--- src/rtl/core_pkg.sv ---
// rtl/core_pkg.sv - shared RV32I core types and constants
// Imported by the fetch stage and Control_unit.
package core_pkg;

  typedef enum logic [2:0] {
    FS_IDLE,
    FS_REQ,
    FS_WAIT,
    FS_VALID,
    FS_HALT
  } fetch_state_t;

  localparam logic [31:0] NOP_INSTR = 32'h0000_0013;

  localparam logic [6:0] OP_LOAD   = 7'b0000011;
  localparam logic [6:0] OP_IMM    = 7'b0010011;
  localparam logic [6:0] OP_AUIPC  = 7'b0010111;
  localparam logic [6:0] OP_STORE  = 7'b0100011;
  localparam logic [6:0] OP_REG    = 7'b0110011;
  localparam logic [6:0] OP_LUI    = 7'b0110111;
  localparam logic [6:0] OP_BRANCH = 7'b1100011;
  localparam logic [6:0] OP_JALR   = 7'b1100111;
  localparam logic [6:0] OP_JAL    = 7'b1101111;

  localparam logic [2:0] GES_LT = 3'b001;
  localparam logic [2:0] GES_EQ = 3'b010;
  localparam logic [2:0] GES_GE = 3'b100;

  function automatic logic word_aligned(input logic [1:0] lsb);
    return lsb == 2'b00;
  endfunction

endpackage

--- src/rtl/pc_next.sv ---
// rtl/pc_next.sv - next-PC select with JALR LSB clear and alignment check
// Purely combinational; the fetch FSM decides when the result is committed.
module pc_next
  import core_pkg::*;
#(
  parameter int XLEN = 32
) (
  input  logic [XLEN-1:0] pc_i,
  input  logic            pc_src_i,
  input  logic            jalr_src_i,
  input  logic [XLEN-1:0] pc_target_i,
  input  logic [XLEN-1:0] alu_result_i,
  output logic [XLEN-1:0] pc_plus4_o,
  output logic [XLEN-1:0] next_pc_o,
  output logic            misaligned_o
);

  assign pc_plus4_o = pc_i + XLEN'(4);

  always_comb begin
    next_pc_o = pc_plus4_o;
    if (pc_src_i) begin
      // JALR drops bit 0 of the computed target before use
      next_pc_o = jalr_src_i ? (alu_result_i & ~XLEN'(1)) : pc_target_i;
    end
  end

  assign misaligned_o = !word_aligned(next_pc_o[1:0]);

endmodule

--- src/rtl/instr_fetch.sv ---
// rtl/instr_fetch.sv - RV32I instruction-fetch stage
// Owns the PC, runs one req/rvalid transaction at a time and holds Instr for execute.
module instr_fetch
  import core_pkg::*;
#(
  parameter int              XLEN     = 32,
  parameter logic [XLEN-1:0] RESET_PC = '0,
  parameter int              TIMEOUT  = 16
) (
  input  logic            clk,
  input  logic            rst,
  output logic            imem_req,
  output logic [XLEN-1:0] imem_addr,
  input  logic            imem_rvalid,
  input  logic [31:0]     imem_rdata,
  output logic [31:0]     Instr,
  output logic [XLEN-1:0] PC,
  output logic [XLEN-1:0] PCPlus4,
  output logic [6:0]      op,
  output logic [2:0]      funct3,
  output logic            funct7_5,
  output logic            instr_valid,
  input  logic            instr_ready,
  input  logic            PCSrc,
  input  logic            JALR_Src,
  input  logic [XLEN-1:0] PCTarget,
  input  logic [XLEN-1:0] ALUResult,
  output logic            misalign_fault,
  output logic            timeout_fault
);

  fetch_state_t    state_q;
  logic [XLEN-1:0] pc_q;
  logic [31:0]     instr_q;
  logic [7:0]      cnt_q;
  logic            req_q;
  logic            valid_q;
  logic            misalign_q;
  logic            timeout_q;

  logic [XLEN-1:0] next_pc_d;
  logic            misaligned_d;

  pc_next #(.XLEN(XLEN)) u_pc_next (
    .pc_i         (pc_q),
    .pc_src_i     (PCSrc),
    .jalr_src_i   (JALR_Src),
    .pc_target_i  (PCTarget),
    .alu_result_i (ALUResult),
    .pc_plus4_o   (PCPlus4),
    .next_pc_o    (next_pc_d),
    .misaligned_o (misaligned_d)
  );

  // Outputs are registered alongside the state so they align with it.
  always_ff @(posedge clk or posedge rst) begin
    if (rst) begin
      state_q    <= FS_IDLE;
      pc_q       <= RESET_PC;
      instr_q    <= NOP_INSTR;
      cnt_q      <= '0;
      req_q      <= 1'b0;
      valid_q    <= 1'b0;
      misalign_q <= 1'b0;
      timeout_q  <= 1'b0;
    end else begin
      case (state_q)
        FS_IDLE: begin
          state_q <= FS_REQ;
          req_q   <= 1'b1;
        end
        FS_REQ: begin
          state_q <= FS_WAIT;
          req_q   <= 1'b0;
          cnt_q   <= '0;
        end
        FS_WAIT: begin
          cnt_q <= cnt_q + 8'd1;
          if (imem_rvalid) begin
            instr_q <= imem_rdata;
            valid_q <= 1'b1;
            state_q <= FS_VALID;
          end else if (cnt_q == 8'(TIMEOUT - 1)) begin
            timeout_q <= 1'b1;
            state_q   <= FS_HALT;
          end
        end
        FS_VALID: begin
          if (instr_ready) begin
            valid_q <= 1'b0;
            if (misaligned_d) begin
              misalign_q <= 1'b1;
              state_q    <= FS_HALT;
            end else begin
              pc_q    <= next_pc_d;
              req_q   <= 1'b1;
              state_q <= FS_REQ;
            end
          end
        end
        FS_HALT: begin
          req_q   <= 1'b0;
          valid_q <= 1'b0;
        end
        default: begin
          req_q   <= 1'b0;
          valid_q <= 1'b0;
          state_q <= FS_HALT;
        end
      endcase
    end
  end

  assign imem_req       = req_q;
  assign imem_addr      = pc_q;
  assign PC             = pc_q;
  assign Instr          = instr_q;
  assign op             = instr_q[6:0];
  assign funct3         = instr_q[14:12];
  assign funct7_5       = instr_q[30];
  assign instr_valid    = valid_q;
  assign misalign_fault = misalign_q;
  assign timeout_fault  = timeout_q;

endmodule
--- config.mk ---
export PLATFORM = sky130hd
export DESIGN_NAME = instr_fetch
export DESIGN_NICKNAME = d
export VERILOG_FILES = /design/src/rtl/core_pkg.sv /design/src/rtl/pc_next.sv /design/src/rtl/instr_fetch.sv
export SDC_FILE = /design/constraint.sdc
export NUM_CORES = 1
export LEC_CHECK = 0
export CORE_ASPECT_RATIO = 0.75
export CORE_MARGIN = 3
export CORE_UTILIZATION = 29
export CTS_BUF_LIST = sky130_fd_sc_hd__clkbuf_4
export DETAILED_ROUTE_END_ITERATION = 6
export MAX_ROUTING_LAYER = met4
export PLACE_DENSITY = 0.75
export SKIP_LAST_GASP = 1
export SYNTH_ARGS = -nofsm -noshare
export SYNTH_HDL_FRONTEND = slang
export SYNTH_SLANG_ARGS = --single-unit
--- constraint.sdc ---
create_clock -name clk -period 2.79 [get_ports clk]
set_clock_uncertainty 0.15 [all_clocks]
set_input_delay 0.558 -clock clk [delete_from_list [all_inputs] [get_ports clk]]
set_output_delay 0.558 -clock clk [all_outputs]
set_load 0.03 [all_outputs]
Yosys cells after proc, flatten, opt, wreduce, memory -nomap -nowiden
Index checks and enable logic that the tools add are counted.
- bits in registers: 79
- bits of input ports: 102
- logic and storage cells: 49
- $add $sub $neg: 2
- eq/ne operators: 9
- muxes and demuxes: 14
- bitwise logic cells: 5
- reduce and logical (&&, ||, !) cells: 11
- operators with widths (kind ; count):
    2-to-1 mux 32 bit ; 2
    adder 32 x 3 -> 32 bit (second input constant) ; 1
    AND reduction 3 bit ; 6
    one-hot mux 8 bit (2 select lines) ; 1
    one-hot mux 3 bit (5 select lines) ; 1
    2-to-1 mux 3 bit ; 4
    adder 8 x 1 -> 8 bit (second input constant) ; 1
    == test 8 x 4 -> 1 bit (second input constant) ; 1
    == test 3 x 2 -> 1 bit (second input constant) ; 2
    one-hot mux 1 bit (3 select lines) ; 2
    inverter 1 bit ; 5
    2-to-1 mux 1 bit ; 4
    != test 2 bit (second input constant) ; 2
    == test 3 x 1 -> 1 bit (second input constant) ; 1
    == test 3 bit (second input constant) ; 1
    logical NOT 3 bit ; 1
    != test 3 bit (second input constant) ; 1
    logical NOT 2 bit ; 1
    != test 2 x 1 -> 1 bit (second input constant) ; 1
    AND reduction 2 bit ; 1
    nonzero test 2 bit ; 1
    OR reduction 2 bit ; 1

Depth between registers and ports, before layout
Gate-level depths: netlist (run 1).
- depth in word-level cells: 6
- depth in mapped cells: 8
- gate-level depth less buffers: 6

By module
Synthesis (run 1) repeated with hierarchy kept, for this count alone.
- cells, all modules: 489
- area, all modules: 5162.5 um^2
- modules (own cells, without submodules) (module ; instances ; cells each ; area each (um^2) ; sequential area each (um^2)):
    instr_fetch ; 1 ; 260 ; 3673.5 ; 1980.6
    pc_next ; 1 ; 229 ; 1488.9 ; 0.0

Worst setup path after synthesis (run 1)
Ideal clock, no wire load.
- path kind: register to output
- start point: register pc_q[2], in the netlist PC[2]
- end point: output port PCPlus4[30]
- arrival time: 2779 ps
- data required time: 2082 ps
- path slack: -697 ps
- cell stages (with the launch flop): 8
- buffers on the path: 1
- path through: dfrtp_1 -> ha_1 -> nand4_2 -> or4_1 -> buf_6 -> nor4_4 -> nand2_1 -> xnor2_1
- cells in the longest elaborated chain, start to end: 1
- RTL lines (element ; line ; RTL):
    from (decl) ; instr_fetch.sv:33 ; logic [XLEN-1:0] pc_q;
    from (signal assigned) ; instr_fetch.sv:95 ; pc_q <= next_pc_d;
    adder 32 x 3 -> 32 bit ; pc_next.sv:18 ; assign pc_plus4_o = pc_i + XLEN'(4);
    to (decl) ; instr_fetch.sv:18 ; output logic [XLEN-1:0] PCPlus4,
No other way between the ends.

Worst setup path in the final report (run 1)
- start point: register pc_q[3], in the netlist PC[3]
- end point: output port PCPlus4[26]
Same word-level chain as after synthesis.

==> results.cfg, run 1 <==
[outcome]
run_status = finished with violations
violated_checks = negative setup slack

[worst_setup_path]
worst_setup_path_end_kind = primary output
ff2ff_path_depth = 8
critical_path.max_fanout = 3
critical_path_arrival_ps = 2360
critical_path.startpoint_type = register
regToRegSetupSlack_ps = 450
crit-reg2reg-capture = PC[25]
critical-path-slowest-cell = sky130_fd_sc_hd__or4_4
critical_path_required_ps = 2080
r2r-start = PC[3]
critical_path.cell_chain = ha_4 > nand4_4 > or4_4 > nor4_4 > buf_4 > xor2_2 > buf_6
worst_path_largest_cell_delay_ps = 470
path_class = reg2out

[synth]
yosys_most_used_dff = sky130_fd_sc_hd__dfrtp_1
synth.yosys.seq_area_share = 0.394
yosys_register_bits = 79
yosys_warnings = 0
synth_nets = 631
syn-cell-area_sq_um = 5030
synth-edff-count = 0
syn_avg_cell_area_sq_um = 9.54
postSynthCellCount = 527
ys_async_sr_fraction = 1.00
post_synth_num_cell_types = 60

[power_and_ir_drop]
power-per-cell-area_nw_per_um2 = 686
totalPowerFinal_mw = 5.87
power.static_leakage_nw = 3.61
vdd.ir_drop.worst_uv = 400

[floorplanning]
design.core.area_sq_um = 16900
start_util = 0.298
ioPinCount = 245
floorplan.die_area_sq_um = 19000
placementRows = 41
chip_width_um = 158
die-height_um = 120

[grt]
gr-usage-all-layers = 0.182
antenna_found_initial = 1
first_pass_grt_wire_length_mm = 26.4
globalRouteOverflowTotal = 0
grt_max_degree = 36
grt_pass1_vias = 4852

[drt]
final_antenna_net_count = 0
drcViolationCount = 0
first_pass_iters = 5
detail_route.iter0.violations = 281
via_count_normalized_by_instance_count = 4.95
drt_wl_total_mm = 17.4
via_count = 4961
drt-wirelength-per-cell_um = 17.4

[layout]
sequential_area_sq_um = 2000
multi_input_comb_area_sq_um = 2910
finalNetCount = 885
flow.area_growth_from_synthesis_pct = 70.3
layout-drive-gt1-share = 0.295
postLayoutCellArea_sq_um = 8560
mostFrequentLayoutCells = sky130_fd_sc_hd__clkdlybuf4s50_1, sky130_fd_sc_hd__buf_4, sky130_fd_sc_hd__dfrtp_1, sky130_fd_sc_hd__nand2_1, sky130_fd_sc_hd__mux2_2
final_common_cell = sky130_fd_sc_hd__clkdlybuf4s50_1
filler_cell_count = 1519
fin_util = 0.507

[clock_tree]
cts_max_level = 3
cts_hold_buffers = 0
cts.clk_slew.worst_paths_ps = 140
cts_buffer_depth = 2
clk_root_buffer_cell = sky130_fd_sc_hd__clkbuf_4
tritoncts_num_sinks = 79
tritoncts = built
num_cts_buffers = 9
clkLatencyLatePin_ps = 430

[sta]
grt_setup_unrepaired = yes
final-setup-viol-count = 18
worst_pin_slew_ps = 543
hold_violations = 0
timing.setup.tns_ps = -2340
final.setup.worst_slack_ps = -277
whs_ps = 309
achievable-frequency_ghz = 0.326
timing_max_transition_violations_final = 0
fin_crit_sh = 1.10
final.min_clock_period_ps = 3070
slew_headroom = 0.637

[placed_design]
placed_inst_area_sq_um = 7870
portBuffers = 243
gp_congestion = 0.830
dp_hpwl_mm = 13.2

[flow_run]
max-cap-violations = 0

[min_path]
worstHoldPathType = in2async
worst max path at each step:
| stage | from | to | slack [ps] | cells past startpoint |
|---|---|---|---|---|
| CTS | PC[3] | PCPlus4[26] | -320 | 7 |
| finish | PC[3] | PCPlus4[26] | -280 | 7 |
| floorplan | PC[2] | PCPlus4[30] | -130 | 7 |
| detailed placement | PC[3] | PCPlus4[22] | 70 | 8 |
| global placement | PC[3] | PCPlus4[20] | 70 | 8 |
| global route | PC[3] | PCPlus4[26] | -390 | 7 |
flip-flops by register name (all words and copies together), names as in the netlist:
| signal | cells |
|---|---|
| instr_valid | 1 |
| cnt_q | 8 |
| Instr | 32 |
| timeout_fault | 1 |
| PC | 32 |
| misalign_fault | 1 |
| imem_req | 1 |
| state_q | 3 |
Yosys cell counts (2+ instances only):
master / number / area [sq um]
sky130_fd_sc_hd__nor2_1: 26 / 97.6
sky130_fd_sc_hd__and3_1: 4 / 25.0
sky130_fd_sc_hd__nand2b_1: 3 / 18.8
sky130_fd_sc_hd__or2_2: 2 / 12.5
sky130_fd_sc_hd__o211ai_1: 3 / 22.5
sky130_fd_sc_hd__or4_1: 2 / 15.0
sky130_fd_sc_hd__buf_2: 6 / 30.0
sky130_fd_sc_hd__nor4_4: 2 / 42.5
sky130_fd_sc_hd__nand2_1: 45 / 169
sky130_fd_sc_hd__or3_1: 2 / 12.5
sky130_fd_sc_hd__buf_6: 4 / 45.0
sky130_fd_sc_hd__clkbuf_1: 17 / 63.8
sky130_fd_sc_hd__o31ai_1: 2 / 15.0
sky130_fd_sc_hd__a2bb2oi_1: 3 / 26.3
sky130_fd_sc_hd__o22ai_1: 8 / 50.1
sky130_fd_sc_hd__inv_1: 11 / 41.3
sky130_fd_sc_hd__xor2_1: 11 / 96.3
sky130_fd_sc_hd__o221a_2: 2 / 22.5
sky130_fd_sc_hd__nor4_1: 7 / 43.8
sky130_fd_sc_hd__buf_1: 3 / 11.3
sky130_fd_sc_hd__nor2b_1: 8 / 50.1
sky130_fd_sc_hd__dfstp_2: 3 / 78.8
sky130_fd_sc_hd__mux2i_1: 27 / 270
sky130_fd_sc_hd__nand4_1: 6 / 37.5
sky130_fd_sc_hd__a21oi_1: 29 / 145
sky130_fd_sc_hd__a22o_1: 4 / 35.0
sky130_fd_sc_hd__and2_1: 4 / 25.0
sky130_fd_sc_hd__nand3_1: 24 / 120
sky130_fd_sc_hd__and4_1: 3 / 26.3
sky130_fd_sc_hd__a31oi_1: 3 / 18.8
sky130_fd_sc_hd__o311ai_0: 3 / 26.3
sky130_fd_sc_hd__o21bai_1: 4 / 30.0
sky130_fd_sc_hd__o2bb2ai_1: 2 / 17.5
sky130_fd_sc_hd__a31o_2: 2 / 17.5
sky130_fd_sc_hd__nor3_1: 17 / 85.1
sky130_fd_sc_hd__dfrtp_1: 76 / 1900
sky130_fd_sc_hd__mux2_2: 39 / 439
sky130_fd_sc_hd__o21ai_0: 25 / 125
sky130_fd_sc_hd__o41ai_1: 2 / 17.5
sky130_fd_sc_hd__buf_4: 45 / 338
sky130_fd_sc_hd__xnor2_1: 18 / 158
sky130_fd_sc_hd__ha_1: 2 / 25.0
kinds of logic (layout without fill, tap and decap cells):
family	Yosys count	after routing	synth area share
AND/OR/NAND/NOR	163	163	0.175
other	0	1	0
multiplexers	66	66	0.141
AO/OA/AOI/OAI	100	100	0.127
XOR/XNOR	29	29	0.0505
buffers and inverters	88	347	0.108
flip-flops	79	79	0.394
adder cells (fa/ha/maj)	2	2	0.00498
layout make-up:
class                   instances  area share
diodes                          1    0.000292
multi-input cells             360       0.340
flip-flops and latches         79       0.234
clock inverters                 6      0.0108
clock buffers                  10     0.00877
well taps                     215      0.0314
repair buffers                319       0.370
inverters                      12     0.00541
stage by stage:
stage                     setup slack, ps  std cells
after global routing                 -390       1002
after floorplan                      -132        527
after CTS                            -323        993
after global placement               73.1        962
final                                -277       1002
after detailed placement             68.1        962
worst max-delay path, delay by kind of cell, from the launching register on:
| kind | cells | cell delay (ps) |
|---|---|---|
| buffers and inverters | 2 | 340 |
| adder cells (fa/ha/maj) | 1 | 160 |
| XOR/XNOR | 1 | 150 |
| AND/OR/NAND/NOR | 3 | 870 |
| flip-flops | 1 | 410 |
per-layer routing:
layer  vias to the layer above  track usage  share of wire
li1                       2364            -              -
met1                      2392        0.244           0.44
met2                       183        0.285           0.48
met3                        22       0.0339          0.066
met4                         0       0.0457          0.016
met5                         -            -              0
timing repair:
item,in CTS,in global routing
cloned,0,0
buffers inserted,15,9
setup endpoints to repair,25,22
gates resized for setup,68,23
pin swaps,13,16
power breakdown:
group | internal (mW) | switching (mW)
logic | 1.48 | 1.78
clock network | 0.380 | 0.453
registers | 1.50 | 0.284
total | 3.36 | 2.52
Power figures use the tool's default switching activity.
==> run 2, diff against run 1 <==
- PLACE_DENSITY: 0.75 -> 0.73
- clock period: 2.79 -> 3.54 ns (I/O delays scaled with it)
==> run 2 against run 1 <==
Against the previous run:
- the run now ends clean
- register-to-register slack improved by 590 ps
- clock power fell by 38%
- final area fell by 9.1%
- non-clock buffer count fell by 45
- largest power group unchanged
==> results.cfg, run 2 (synthesized netlist as in run 1, its figures left out) <==
[outcome]
run_status = finished, final reports clean

[worst_setup_path]
regToRegSetupSlack_ps = 1040
critical_path_arrival_ps = 2600
path_class = reg2out
cp.depth = 7
crit-reg2reg-capture = PC[30]
worst_setup_path_end_kind = primary output
critical_path.max_fanout = 5
critical-path-slowest-cell = sky130_fd_sc_hd__or4_4
worst_path_largest_cell_delay_ps = 480
cp_top_family = simple AND/OR/NAND/NOR gates
critical_path.startpoint_type = register
ff2ff_path_depth = 9
critical_path_required_ps = 2680
critical_path.cell_chain = ha_4 > nand4_4 > or4_4 > buf_4 > nor4_4 > xor2_1 > buf_12
r2r-start = PC[2]
cp.buffers_inverters = 2

[grt]
grt_max_degree = 49
globalRouteOverflowTotal = 0
antenna_found_initial = 1
grt_pass1_vias = 4556
first_pass_grt_wire_length_mm = 25.4
gr-usage-all-layers = 0.176

[sta]
achievable-frequency_ghz = 0.289
final-setup-viol-count = 0
timing_max_transition_violations_final = 0
grt_setup_unrepaired = yes
slew_headroom = 0.449
hold_violations = 0
final.min_clock_period_ps = 3460
timing.setup.tns_ps = 0
fin_crit_sh = 0.978
worst_pin_slew_ps = 820
final.setup.worst_slack_ps = 79.1

[min_path]
worstHoldPathType = reg2reg
worstHoldStart = misalign_fault
holdPathEnd = misalign_fault
worstHoldPathCells = 1

[drt]
via_count_normalized_by_instance_count = 4.92
drt-wirelength-per-cell_um = 17.5
detail_route.iter0.violations = 336
drcViolationCount = 0
first_pass_iters = 4
final_antenna_net_count = 0
via_count = 4708
drt_wl_total_mm = 16.7

[clock_tree]
cts_hold_buffers = 0
cts_max_level = 3
clkLatencyLatePin_ps = 450
clk_root_buffer_cell = sky130_fd_sc_hd__clkbuf_4
cts_buffer_depth = 2
tritoncts_num_sinks = 79
num_cts_buffers = 9
cts.clk_slew.worst_paths_ps = 150
tritoncts = built

[power_and_ir_drop]
internal_power_mw = 2.42
power.static_leakage_nw = 3.22
net-switching-power_mw = 1.93
combPwrFrac = 0.555
vdd.ir_drop.worst_uv = 308
p_clk_frac = 0.118
power-per-cell-area_nw_per_um2 = 559
power.switching_fraction = 0.444
sequentialPowerShare = 0.327

[layout]
layout-drive-gt1-share = 0.184
flow.area_growth_from_synthesis_pct = 54.9
postLayoutCellArea_sq_um = 7780
fin_util = 0.461
mostFrequentLayoutCells = sky130_fd_sc_hd__clkdlybuf4s50_1, sky130_fd_sc_hd__dfrtp_1, sky130_fd_sc_hd__nand2_1, sky130_fd_sc_hd__mux2_2, sky130_fd_sc_hd__buf_4
post_layout_nonfiller_instances = 957
filler_cell_count = 1609
final_common_cell = sky130_fd_sc_hd__clkdlybuf4s50_1
finalNetCount = 840

[floorplanning]
placementRows = 41
floorplan.die_area_sq_um = 19000
ioPinCount = 245
start_util = 0.298
design.core.area_sq_um = 16900
chip_width_um = 158
die-height_um = 120

[placed_design]
dp_cells = 935
gp_congestion = 0.784
dp_slack_ps = 224
portBuffers = 243
dp_hpwl_mm = 12.8
placed_inst_area_sq_um = 7540

[flow_run]
max-cap-violations = 0
-- run 2: through the flow --
stage	total power, mW	hold slack, ps
floorplan	2.86	303
global placement	3.83	289
detailed placement	3.86	293
CTS	4.39	328
global route	4.58	373
finish	4.35	321
-- run 2: cell type report --
type / count / area (sq um) / area share
Antenna cell: 1 / 2.50 / 0.000321
Clock buffer: 9 / 67.6 / 0.00868
Clock inverter: 7 / 55.1 / 0.00707
Inverter: 12 / 46.3 / 0.00595
Multi-Input combinational cell: 360 / 2600 / 0.334
Sequential cell: 79 / 1990 / 0.256
Tap cell: 215 / 269 / 0.0346
Timing Repair Buffer: 274 / 2750 / 0.354
-- run 2: per-layer routing --
metal | wire (um) | vias up | GRT usage
met4 | 224 | 0 | 0.0446
met3 | 1080 | 19 | 0.0346
li1 | - | 2269 | -
met1 | 7600 | 2246 | 0.244
met2 | 7810 | 174 | 0.266
met5 | 0 | - | -
-- run 2: worst register-to-register path, cell delays in order (launching register included) --
cell and delay [ps]:
sky130_fd_sc_hd__dfrtp_1 430, sky130_fd_sc_hd__ha_4 190, sky130_fd_sc_hd__nand4_4 130, sky130_fd_sc_hd__or4_4 480
sky130_fd_sc_hd__nor4_4 360, sky130_fd_sc_hd__buf_4 190, sky130_fd_sc_hd__buf_4 100, sky130_fd_sc_hd__buf_4 110
sky130_fd_sc_hd__mux2i_1 180, sky130_fd_sc_hd__nand2_1 70
-- run 2: worst max path at each step --
stage | startpoint | endpoint | slack (ps)
after floorplan | PC[2] | PCPlus4[26] | 20
after global placement | PC[2] | PCPlus4[22] | 260
after detailed placement | PC[2] | PCPlus4[22] | 220
after CTS | PC[7] | PCPlus4[22] | -10
after global routing | PC[2] | PCPlus4[26] | -40
final | PC[2] | PCPlus4[28] | 80
-- run 2: repair_timing --
action,in CTS,in global routing
gates resized for setup,9,17
pin swaps,2,1
endpoints found under the setup margin,12,13
hold endpoints to repair,0,0
buffers inserted,2,3
-- run 2: power groups by stage --
stage               Clock, mW  Sequential [mW]  Combinational, mW
floorplan                   0             1.88              0.984
global placement            0             1.43               2.40
detailed placement          0             1.44               2.42
CTS                     0.537             1.42               2.43
global route            0.568             1.47               2.54
finish                  0.512             1.43               2.42
==> run 3, diff against run 2 <==
- CORE_UTILIZATION: 29 -> 35
- PLACE_DENSITY: 0.73 -> 0.83
==> run 3 against run 2 <==
Against the previous run:
- count of clock-buffer cells in the layout up 1
- routed wire length down 3.3%
- critical path depth up 1
- largest power group unchanged
==> results.cfg, run 3 (synthesized netlist as in run 1, its figures left out) <==
[outcome]
run_status = finished, final reports clean

[power_and_ir_drop]
power-per-cell-area_nw_per_um2 = 573
totalPowerFinal_mw = 4.41
net-switching-power_mw = 1.92
vdd.ir_drop.worst_uv = 259
internal_power_mw = 2.49
sequentialPowerShare = 0.325
power.switching_fraction = 0.436
p_clk_frac = 0.130
combPwrFrac = 0.544
power.static_leakage_nw = 3.21

[sta]
worst_pin_slew_ps = 776
final-setup-viol-count = 0
fin_crit_sh = 0.969
hold_violations = 0
slew_headroom = 0.479
final.min_clock_period_ps = 3430
timing_max_transition_violations_final = 0
timing.setup.tns_ps = 0
grt_setup_unrepaired = yes
achievable-frequency_ghz = 0.292

[floorplanning]
design.core.area_sq_um = 13900
placementRows = 37
ioPinCount = 245
chip_width_um = 144
floorplan.die_area_sq_um = 15800
die-height_um = 110
start_util = 0.362

[grt]
grt_pass1_vias = 4459
globalRouteOverflowTotal = 0
first_pass_grt_wire_length_mm = 24.0
gr-usage-all-layers = 0.199
antenna_found_initial = 0
grt_max_degree = 49

[worst_setup_path]
critical_path.max_fanout = 9
worst_path_largest_cell_delay_ps = 490
critical_path.cell_chain = ha_4 > nand4_2 > or4_4 > buf_4 > nor2_4 > nand3_1 > xnor2_2 > buf_12
critical_path_required_ps = 2680
r2r-start = state_q[0]
critPathLaunch = PC[2]
critical-path-slowest-cell = sky130_fd_sc_hd__or4_4
critical_path.startpoint_type = register
worst_setup_path_end_kind = primary output
path_class = reg2out
regToRegSetupSlack_ps = 1100
critical_path_arrival_ps = 2570

[min_path]
worstHoldPathType = reg2reg
worstHoldStart = misalign_fault

[clock_tree]
cts_buffer_depth = 2
cts_hold_buffers = 0
num_cts_buffers = 9
clk_root_buffer_cell = sky130_fd_sc_hd__clkbuf_4
cts.clk_slew.worst_paths_ps = 140
clkLatencyLatePin_ps = 440
tritoncts_num_sinks = 79
tritoncts = built
cts_max_level = 3

[layout]
post_layout_nonfiller_instances = 911
filler_cell_count = 1204
fin_util = 0.555
mostFrequentLayoutCells = sky130_fd_sc_hd__clkdlybuf4s50_1, sky130_fd_sc_hd__dfrtp_1, sky130_fd_sc_hd__nand2_1, sky130_fd_sc_hd__mux2_2, sky130_fd_sc_hd__buf_4
layout-drive-gt1-share = 0.179
final_common_cell = sky130_fd_sc_hd__clkdlybuf4s50_1
flow.area_growth_from_synthesis_pct = 53.3
antennaDiodeCount = 0
postLayoutCellArea_sq_um = 7700
finalNetCount = 835

[placed_design]
dp_hpwl_mm = 12.6
dp_cells = 894
gp_congestion = 0.837
portBuffers = 243
placed_inst_area_sq_um = 7470

[drt]
drt-wirelength-per-cell_um = 17.7
via_count = 4727
drcViolationCount = 0
drt_wl_total_mm = 16.2
final_antenna_net_count = 0
first_pass_iters = 5
via_count_normalized_by_instance_count = 5.19
detail_route.iter0.violations = 287

[flow_run]
max-cap-violations = 0
## run 3: changes by cell type in the layout (fill, tap and decap cells not counted), moves of 2 or more
cell                      change
sky130_fd_sc_hd__buf_4        -4
sky130_fd_sc_hd__dfrtp_1      +2
sky130_fd_sc_hd__dfrtp_2      -2
sky130_fd_sc_hd__inv_6        -2
## run 3: area by class of cell
cell class	instances	area [sq um]	area share
Clock buffer	10	75.1	0.00975
Clock inverter	6	71.3	0.00926
Inverter	12	46.3	0.00601
Multi-Input combinational cell	360	2610	0.338
Sequential cell	79	1990	0.258
Tap cell	175	219	0.0284
Timing Repair Buffer	269	2700	0.350
## run 3: worst max-delay path: cells and delay by family, from the launching register on
kind                     cells  cell delay [ps]
flip-flops                   1              420
adder cells (fa/ha/maj)      1              180
XOR/XNOR                     1              230
AND/OR/NAND/NOR              4              940
buffers and inverters        2              360
## run 3: metal layers
metal  up-vias  part of all wire  track usage
met5         -                 0            -
met4         0            0.0047       0.0300
li1       2256                 -            -
met3         7             0.065       0.0435
met2       193              0.49        0.323
met1      2271              0.44        0.263
## run 3: what timing repair did
action,4_1_cts,5_1_grt
pin swaps,3,2
setup buffers,1,0
gates resized for setup,11,17
endpoints found under the setup margin,13,13
## run 3: path summary, 6_finish.rpt
path / to / cells past startpoint
min in group asynchronous: Instr[10] / 2
worst min-delay path: misalign_fault / 1
max in group asynchronous: PC[4] / 3
worst min register to register: misalign_fault / 1
worst max-delay path: PCPlus4[22] / 8
worst max register to register: PC[23] / 5
## run 3: metrics by stage
stage | worst slack (ps) | hold WS, ps
2_1_floorplan | 22.6 | 303
3_3_place_gp | 289 | 300
3_5_place_dp | 271 | 307
4_1_cts | -55.6 | 344
5_1_grt | -56.2 | 365
6_report | 111 | 340
## run 3: power by group through the flow
stage               Clock, mW  Combinational (mW)  Sequential (mW)
global placement            0                2.38             1.42
CTS                     0.599                2.42             1.43
global route            0.641                2.52             1.48
floorplan                   0               0.984             1.88
detailed placement          0                2.42             1.45
finish                  0.575                2.40             1.43
